==> config.mk <==
export PLATFORM = sky130hd
export DESIGN_NAME = pwm_duty_gen
export DESIGN_NICKNAME = d
export VERILOG_FILES = /design/src/rtl/pwm_pkg.sv /design/src/rtl/pwm_duty_gen_pair_qualifier.sv /design/src/rtl/pwm_duty_gen.sv
export SDC_FILE = /design/constraint.sdc
export NUM_CORES = 1
export LEC_CHECK = 0
export CAP_MARGIN = 15
export CORE_UTILIZATION = 25
export CTS_BUF_LIST = sky130_fd_sc_hd__clkbuf_16
export DETAILED_ROUTE_END_ITERATION = 10
export MAX_ROUTING_LAYER = met4
export SLEW_MARGIN = 20
export SYNTH_ARGS = -nofsm -noshare
export SYNTH_HDL_FRONTEND = slang
export SYNTH_SLANG_ARGS = --single-unit
==> constraint.sdc <==
create_clock -name clk_clk -period 9.7 [get_ports clk_clk]
set_clock_uncertainty 0.15 [all_clocks]
set_input_delay 1.94 -clock clk_clk [delete_from_list [all_inputs] [get_ports clk_clk]]
set_output_delay 1.94 -clock clk_clk [all_outputs]
set_load 0.01 [all_outputs]
==> src/rtl/pwm_pkg.sv <==
// Shared types and helpers for the PWM duty generator.
// Holds the FSM encoding, the shortest runnable period and the duty clamp.
package pwm_pkg;

  typedef enum logic [0:0] {
    ST_IDLE = 1'b0,
    ST_RUN  = 1'b1
  } pwm_state_e;

  // Periods below this cannot hold both a high and a low phase, so they park the FSM.
  localparam int MIN_PERIOD = 2;

  // Width of the stability counter; covers STABLE_CYCLES up to 255.
  localparam int STAB_W = 8;

  // Duty at or above the period (including bits above the counter width) saturates
  // to the period, which the comparator turns into a constant-high output.
  function automatic logic [63:0] clamp_duty(input logic [63:0] duty,
                                             input logic [63:0] period);
    return (duty >= period) ? period : duty;
  endfunction

endpackage

==> src/rtl/pwm_duty_gen_pair_qualifier.sv <==
// Waits for cycle/duty to sit unchanged for STABLE_CYCLES clocks, then latches the pair
// as pending (if it differs from the active pair); no backpressure, newest pair wins.
module pair_qualifier
  import pwm_pkg::*;
#(
  parameter int CW            = 28,
  parameter int DW            = 32,
  parameter int STABLE_CYCLES = 16
) (
  input  logic          clk_i,
  input  logic          rst_ni,
  input  logic [CW-1:0] cycle_i,
  input  logic [DW-1:0] duty_i,
  input  logic [CW-1:0] act_cycle_i,
  input  logic [DW-1:0] act_duty_i,
  input  logic          pend_clr_i,
  output logic          pend_valid,
  output logic [CW-1:0] pend_cycle,
  output logic [DW-1:0] pend_duty
);

  localparam logic [STAB_W-1:0] STAB_MAX  = STAB_W'(STABLE_CYCLES);
  localparam logic [STAB_W-1:0] STAB_LAST = STAB_W'(STABLE_CYCLES - 1);

  logic [CW-1:0]     prev_cycle_q;
  logic [DW-1:0]     prev_duty_q;
  logic [STAB_W-1:0] stab_q, stab_d;
  logic              pend_valid_q, pend_valid_d;
  logic [CW-1:0]     pend_cycle_q, pend_cycle_d;
  logic [DW-1:0]     pend_duty_q, pend_duty_d;
  logic              changed;
  logic              reach;
  logic              capture;

  always_comb begin
    changed = (cycle_i != prev_cycle_q) || (duty_i != prev_duty_q);
    reach   = !changed && (stab_q == STAB_LAST);
    capture = reach && ((cycle_i != act_cycle_i) || (duty_i != act_duty_i));

    stab_d = stab_q;
    if (changed) begin
      stab_d = '0;
    end else if (stab_q != STAB_MAX) begin
      stab_d = stab_q + STAB_W'(1);
    end

    // A capture on the same edge as a load must survive the clear: it is a newer pair.
    pend_valid_d = pend_valid_q;
    pend_cycle_d = pend_cycle_q;
    pend_duty_d  = pend_duty_q;
    if (capture) begin
      pend_valid_d = 1'b1;
      pend_cycle_d = cycle_i;
      pend_duty_d  = duty_i;
    end else if (pend_clr_i) begin
      pend_valid_d = 1'b0;
    end
  end

  always_ff @(posedge clk_i) begin
    if (!rst_ni) begin
      prev_cycle_q <= '0;
      prev_duty_q  <= '0;
      stab_q       <= '0;
      pend_valid_q <= 1'b0;
      pend_cycle_q <= '0;
      pend_duty_q  <= '0;
    end else begin
      prev_cycle_q <= cycle_i;
      prev_duty_q  <= duty_i;
      stab_q       <= stab_d;
      pend_valid_q <= pend_valid_d;
      pend_cycle_q <= pend_cycle_d;
      pend_duty_q  <= pend_duty_d;
    end
  end

  assign pend_valid = pend_valid_q;
  assign pend_cycle = pend_cycle_q;
  assign pend_duty  = pend_duty_q;

endmodule

==> src/rtl/pwm_duty_gen.sv <==
// Glitch-free PWM generator; qualified period/duty pairs apply only at period boundaries.
// Latency: capture STABLE_CYCLES+1 clocks after an input change, output within a period+1.
module pwm_duty_gen
  import pwm_pkg::*;
#(
  parameter int CW            = 28,
  parameter int DW            = 32,
  parameter int STABLE_CYCLES = 16
) (
  input  logic          clk_clk,
  input  logic          reset_reset_n,
  input  logic [CW-1:0] cycle_in,
  input  logic [DW-1:0] duty_in,
  output logic          pwm_out,
  output logic          period_start,
  output logic          update_pending,
  output logic [CW-1:0] active_period
);

  pwm_state_e    state_q, state_d;
  logic [CW-1:0] cnt_q, cnt_d;
  logic [CW-1:0] act_cycle_q, act_cycle_d;
  logic [DW-1:0] act_duty_q, act_duty_d;
  logic          pwm_q, pwm_d;
  logic          ps_q, ps_d;

  logic          pend_valid;
  logic [CW-1:0] pend_cycle;
  logic [DW-1:0] pend_duty;
  logic          pend_clr;
  logic [CW-1:0] duty_eff;
  logic          last_cnt;
  logic          pend_runnable;

  pair_qualifier #(
    .CW            (CW),
    .DW            (DW),
    .STABLE_CYCLES (STABLE_CYCLES)
  ) u_qual (
    .clk_i       (clk_clk),
    .rst_ni      (reset_reset_n),
    .cycle_i     (cycle_in),
    .duty_i      (duty_in),
    .act_cycle_i (act_cycle_q),
    .act_duty_i  (act_duty_q),
    .pend_clr_i  (pend_clr),
    .pend_valid  (pend_valid),
    .pend_cycle  (pend_cycle),
    .pend_duty   (pend_duty)
  );

  always_comb begin
    duty_eff      = CW'(clamp_duty(64'(act_duty_q), 64'(act_cycle_q)));
    last_cnt      = (cnt_q == act_cycle_q - CW'(1));
    pend_runnable = (pend_cycle >= CW'(MIN_PERIOD));

    state_d     = state_q;
    cnt_d       = cnt_q;
    act_cycle_d = act_cycle_q;
    act_duty_d  = act_duty_q;
    pend_clr    = 1'b0;
    ps_d        = 1'b0;
    // Compare uses the pre-edge pair, so a swap at the wrap never shortens the last sample.
    pwm_d       = (state_q == ST_RUN) && (cnt_q < duty_eff);

    case (state_q)
      ST_IDLE: begin
        cnt_d = '0;
        if (pend_valid) begin
          act_cycle_d = pend_cycle;
          act_duty_d  = pend_duty;
          pend_clr    = 1'b1;
          if (pend_runnable) begin
            state_d = ST_RUN;
            ps_d    = 1'b1;
          end
        end
      end
      ST_RUN: begin
        if (last_cnt) begin
          cnt_d = '0;
          ps_d  = 1'b1;
          if (pend_valid) begin
            act_cycle_d = pend_cycle;
            act_duty_d  = pend_duty;
            pend_clr    = 1'b1;
            if (!pend_runnable) begin
              state_d = ST_IDLE;
              ps_d    = 1'b0;
            end
          end
        end else begin
          cnt_d = cnt_q + CW'(1);
        end
      end
      default: begin
        state_d = ST_IDLE;
        cnt_d   = '0;
      end
    endcase
  end

  always_ff @(posedge clk_clk) begin
    if (!reset_reset_n) begin
      state_q     <= ST_IDLE;
      cnt_q       <= '0;
      act_cycle_q <= '0;
      act_duty_q  <= '0;
      pwm_q       <= 1'b0;
      ps_q        <= 1'b0;
    end else begin
      state_q     <= state_d;
      cnt_q       <= cnt_d;
      act_cycle_q <= act_cycle_d;
      act_duty_q  <= act_duty_d;
      pwm_q       <= pwm_d;
      ps_q        <= ps_d;
    end
  end

  assign pwm_out        = pwm_q;
  assign period_start   = ps_q;
  assign update_pending = pend_valid;
  assign active_period  = act_cycle_q;

endmodule

# == Word level (Yosys, flattened, before mapping) ==
# Cells that the tools add are included.
# totals
regBits,220
latchBits,0
ramBits,0
mem_bits_ro,0
inputBits,62
out_inout_bits,31
elab_cells,57
n_memories,0
# op_classes
n_addsub,3
mul,0
n_div,0
magnitude_cmp,3
n_eq_ne,8
shift,0
n_mux,21
bitwise_logic,2
reduce_logical,8
# op_table
operator,count
$mux 28,4
$pmux 28 s2,2
$mux 32,2
$ne 32x32->1,2
$pmux 32 s2,1
$ne 28x28->1,2
$ge 32x28->1,1
$add 28x1->28 const B,1
$eq 28x28->1,1
$ge 28x2->1 const B,1
$lt 28x28->1,1
$sub 28x1->28 const B,1
$mux 1,9
$add 8x1->8 const B,1
$eq 8x4->1 const B,1
$ne 8x5->1 const B,1
$pmux 1 s2,3
$logic_and 1x1->1,3
$logic_or 1x1->1,2
$ne 2x1->1 const B,1
$not 1->1,2
$reduce_bool 2->1,1
$reduce_or 2->1,1
$logic_not 1->1,1

# == Logic depth before layout (Yosys ltp) ==
# depth
word_depth,6
depth_mapped,21
mapped_depth_nobuf,18

# == By module ==
# A second synthesis with hierarchy kept.
# hier_totals
hier_cells,1384
hier_area_um2,12230.5
# by_module_without_submodules
mod,instances,cells_per_inst,area_each_um2,seq_area_each_um2
pwm_duty_gen,1,766,6462.4,1821.7
pair_qualifier,1,618,5768.0,2582.5

# == Worst setup path before layout ==
# Ideal clock, no wire load.
# synth_path
path_type,reg2reg
start,register act_cycle_q[17] (netlist: active_period[17])
end,register pwm_q (netlist: pwm_out)
setup_ns,0.057
arrival_ns,4.383
required_time_ns,9.493
slack_ns,5.110
path_stages_with_launch,22
path_buffers,3
period_less_slack_ns,4.590
path_cell_list,dfxtp_1 -> clkbuf_1 -> inv_1 -> ha_1 -> a21o_1 -> a21o_1 -> a21oi_1 -> o211ai_1 -> o31ai_1 -> nor2b_1 -> clkbuf_1 -> buf_1 -> mux2i_1 -> ha_1 -> a21o_1 -> a21o_1 -> a21oi_1 -> o21ai_0 -> a21oi_1 -> nand4_1 -> a31oi_1 -> a21o_1
# synth_via
elab_chain_len,4
# synth_rtl
element,line,rtl
start: declaration,pwm_duty_gen.sv:22,"logic [CW-1:0] act_cycle_q, act_cycle_d;"
start signal: assignment,pwm_duty_gen.sv:114,act_cycle_q <= act_cycle_d;
$ge 32x28->1,pwm_pkg.sv:20,return (duty >= period) ? period : duty;
$mux 28 *,pwm_pkg.sv:20,
$lt 28x28->1 *,pwm_duty_gen.sv:64,pwm_d = (state_q == ST_RUN) && (cnt_q < duty_eff);
$logic_and 1x1->1 *,pwm_duty_gen.sv:64,
end signal: assignment,pwm_duty_gen.sv:116,pwm_q <= pwm_d;
end: declaration,pwm_duty_gen.sv:24,"logic pwm_q, pwm_d;"
# Mark *: on every way between the ends. The rest lies on a longest branch, timed or not.
# A chain may end at the register's enable or synchronous reset.

# == Final worst setup path ==
# layout_path
start,input cycle_in[19]
end,register u_qual.pend_duty_q[2] (netlist: u_qual.pend_duty[2])
# layout_via
elab_chain_len,5
word_cells_on_any_way,7
classes_between,2 x eq/ne; 5 x reduce/logical
# layout_rtl
element,line,rtl
start: declaration,pwm_duty_gen.sv:12,"input logic [CW-1:0] cycle_in,"
$ne 28x28->1,pwm_duty_gen_pair_qualifier.sv:36,changed = (cycle_i != prev_cycle_q) || (duty_i != prev_duty_q);
$logic_or 1x1->1,pwm_duty_gen_pair_qualifier.sv:36,
$logic_not 1->1,pwm_duty_gen_pair_qualifier.sv:37,reach = !changed && (stab_q == STAB_LAST);
$logic_and 1x1->1,pwm_duty_gen_pair_qualifier.sv:37,
$logic_and 1x1->1 *,pwm_duty_gen_pair_qualifier.sv:38,capture = reach && ((cycle_i != act_cycle_i) || (duty_i != act_duty_i));
end signal: assignment,pwm_duty_gen_pair_qualifier.sv:74,pend_duty_q <= pend_duty_d;
end: declaration,pwm_duty_gen_pair_qualifier.sv:30,"logic [DW-1:0] pend_duty_q, pend_duty_d;"
# Marks and branches as above.

==> reports/qor.yml <==
sta:
  fmax_mhz: 182
  max_slew_margin: 0.233
  setup_tns_ns: 0
  slew_violations: 0
  finalHoldViolations: 0
  period_share: 0.568
  rsz0062_at_grt: "false"
  finalCriticalPeriod_ns: 5.51
  tightestPinTransition_ns: 1.15
  final-setup-viol-count: 0
grt:
  grt_overflow: 0
  track_usage: 0.154
  antenna_found_initial: 0
  grt_pass1_vias: 9341
  grt_pass1_wl_um: 56900
  grt_max_degree: 134
cts:
  cts_buffer_depth: 3
  cts_hold_buf: 0
  clk-insertion-delay-late_ns: 0.52
  cts.reportedPaths.clkPinSlew_ns: 0.06
  cts_setup_buffers: 0
  htreeDepth: 1
  cts_resized: 0
  cts-root-buf: "clkbuf_16"
  cts.sinks: 220
  cts_tree: "yes"
  cts_buffers: 25
cells_and_area:
  area_delta_synth_final_pct: 17.6
  layout-drive-gt1-share: 0.0441
  num_antenna_cells: 0
  fin_util: 0.299
  final_nets: 1485
critical_path:
  crit_path_max_fanout: 37
  crit_type: "in2reg"
  cp.required_ns: 9.95
  path_cells: "clkdlybuf4s50_1 -> xor2_1 -> nor4_1 -> nand4_1 -> nor4_1 -> nand3_1 -> nor2_4 -> buf_4 -> mux2i_1 -> nor2b_1"
  regToRegSetupSlack_ns: 4.58
  start_kind: "input port"
  path_buf_inv: 2
  arrival_ns: 5.76
  cpMaxStageDelayCell: "nor2_4"
  cpPeakStageDelay_ns: 0.81
  crit_family: "simple AND/OR/NAND/NOR gates"
  worst_path_most_repeated_cell: "nor4_1"
  worstSetupEndpointType: "register"
die:
  die_y_um: 222
  die_w_um: 222
  num_rows: 80
  coreArea_um2: 47700
  dieArea_um2: 49400
  initial_core_util: 0.254
  io_pins: 93
logic_synthesis:
  synth.avg_cell_area_um2: 9.18
  ys.warnings.count: 0
  synthDistinctLibCells: 59
  synth_cells: 1321
  ys_seq_area_frac: 0.363
  syn-cell-area_um2: 12100
  syn-num-nets: 1442
  synthArstFlopShare: 0
  synth_edf_count: 0
  ys_seq_elements: 220
  synth_flop_cell: "dfxtp_1"
drt:
  vias: 9389
  routed_via_density: 4.70
  wl_um: 37300
  ant_nets: 0
  dr.pass1.iters: 5
  wl_per_cell_um: 18.7
  drc: 0
  drt_iter0_markers: 689
power:
  clkPwrFrac: 0.472
  p_leak_uw: 0.00499
  vdd_drop_max_uv: 114
  power_frac_comb: 0.060
  power.switching_uw: 455
  pwr-share-seq: 0.468
  power.total_uw: 1970
  swShare: 0.231
  power_density_nw_per_um2: 138
  p_int_uw: 1520
min_path:
  hp-class: "reg2reg"
place:
  placement.io_buffers: 92
  gp_congestion: 0.899
  dp_hpwl_um: 28200
outcome:
  status: "completed"
flow_run:
  maxCapViolations: 0
==> flip-flops by register name (all words and copies together) (netlist names) <==
| name | flops |
|---|---|
| u_qual.pend_valid | 1 |
| period_start | 1 |
| state_q | 1 |
| pwm_out | 1 |
| u_qual.pend_cycle | 28 |
| u_qual.pend_duty | 32 |
| u_qual.prev_cycle_q | 28 |
| cnt_q | 28 |
| u_qual.stab_q | 8 |
| u_qual.prev_duty_q | 32 |
| act_duty_q | 32 |
| active_period | 28 |
==> tightest hold or removal path, cell delays in order, from the launching register on <==
cell	delay (ns)
dfxtp_1	0.31
nand2_1	0.05
mux2i_1	0.06
==> routing by layer <==
layer  global-route usage  vias to the layer above  part of all wire
met5                    -                        -                 0
met4               0.0372                        0             0.023
met3               0.0196                       57             0.045
met2                0.240                      229              0.45
met1                0.210                     4515              0.49
li1                     -                     4588                 -
==> metrics by stage <==
step           setup WS (ns)  area (um^2)  hold WS (ns)  std cells
5_1_grt                 3.99        14300         0.331       1997
6_report                4.19        14300         0.307       1997
3_5_place_dp            3.73        13400         0.303       1951
3_3_place_gp            3.79        13400         0.294       1951
4_1_cts                 4.20        14200         0.309       1996
2_1_floorplan           5.11        12100         0.287       1321
==> final timing paths <==
path,startpoint,to,depth (start not counted)
min reg2reg,u_qual.pend_duty[8]$_SDFFE_PN0P_,act_duty_q[8]$_SDFFE_PN0P_,2
max,cycle_in[19],u_qual.pend_duty[2]$_SDFFE_PN0P_,10
max reg2reg,active_period[6]$_SDFFE_PN0P_,pwm_out$_SDFF_PN0_,17
min,u_qual.pend_duty[8]$_SDFFE_PN0P_,act_duty_q[8]$_SDFFE_PN0P_,2
==> Yosys cell counts, drive strengths merged, types with 2 or more instances <==
cell / number / share of area
nand4: 37 / 0.020
ha: 59 / 0.061
or4: 7 / 0.0053
nor4: 41 / 0.026
o21ai: 9 / 0.0037
buf: 23 / 0.019
and3: 6 / 0.0031
nand2b: 2 / 0.0010
nand4b: 2 / 0.0014
nand2: 150 / 0.047
nor3b: 3 / 0.0019
nor2b: 68 / 0.035
o211ai: 6 / 0.0037
nor4b: 2 / 0.0014
mux2i: 150 / 0.12
a31oi: 3 / 0.0015
xnor2: 81 / 0.059
or2: 3 / 0.0015
a21oi: 22 / 0.0091
dfxtp: 220 / 0.36
o311a: 2 / 0.0017
inv: 35 / 0.011
nor2: 68 / 0.021
and2: 62 / 0.032
clkbuf: 59 / 0.018
xor2: 103 / 0.074
a211oi: 7 / 0.0043
nand3b: 2 / 0.0012
or3: 5 / 0.0026
a21o: 20 / 0.012
nand3: 25 / 0.010
o31ai: 6 / 0.0037
nor3: 15 / 0.0062
==> area by class of cell <==
type                            instances  area [um^2]
Timing Repair Buffer                   98          978
Multi-Input combinational cell        984         7180
Clock buffer                           25          626
Sequential cell                       220         4400
Fill cell                            4932        33500
Tap cell                              615          769
Clock inverter                         20          173
Inverter                               35          131
==> power by group through the flow <==
stage                     registers, uW  clock network (uW)  logic, uW
after global placement              942                   0        117
after detailed placement            943                   0        117
after global routing                923                 977        126
final                               922                 931        119
after CTS                           922                 944        118
after floorplan                     942                   0       52.8
==> cells by family after synthesis <==
group	after synthesis	share of synthesized area
and+or+nand+nor	501	0.220
DFF	220	0.363
xor gates and xnor gates	184	0.133
muxes	151	0.125
buffers and inverters	117	0.0478
AOI/OAI and AO/OA	89	0.0508
adders and majority gates	59	0.0609
==> cells in the final DEF (no fill, tap or decap), types with 22 or more instances in the layout <==
cell type / synthesis / routed
clkbuf_16: 0 / 25
and2_1: 62 / 62
mux2i_1: 150 / 150
a21oi_1: 22 / 22
xor2_1: 103 / 103
dfxtp_1: 220 / 220
nand2_1: 149 / 149
inv_1: 35 / 41
nor2_1: 68 / 67
xnor2_1: 81 / 81
nand4_1: 36 / 36
nand3_1: 25 / 25
ha_1: 59 / 59
clkdlybuf4s50_1: 0 / 91
nor2b_1: 68 / 67
nor4_1: 37 / 37
(Power assumes the default switching activity.)
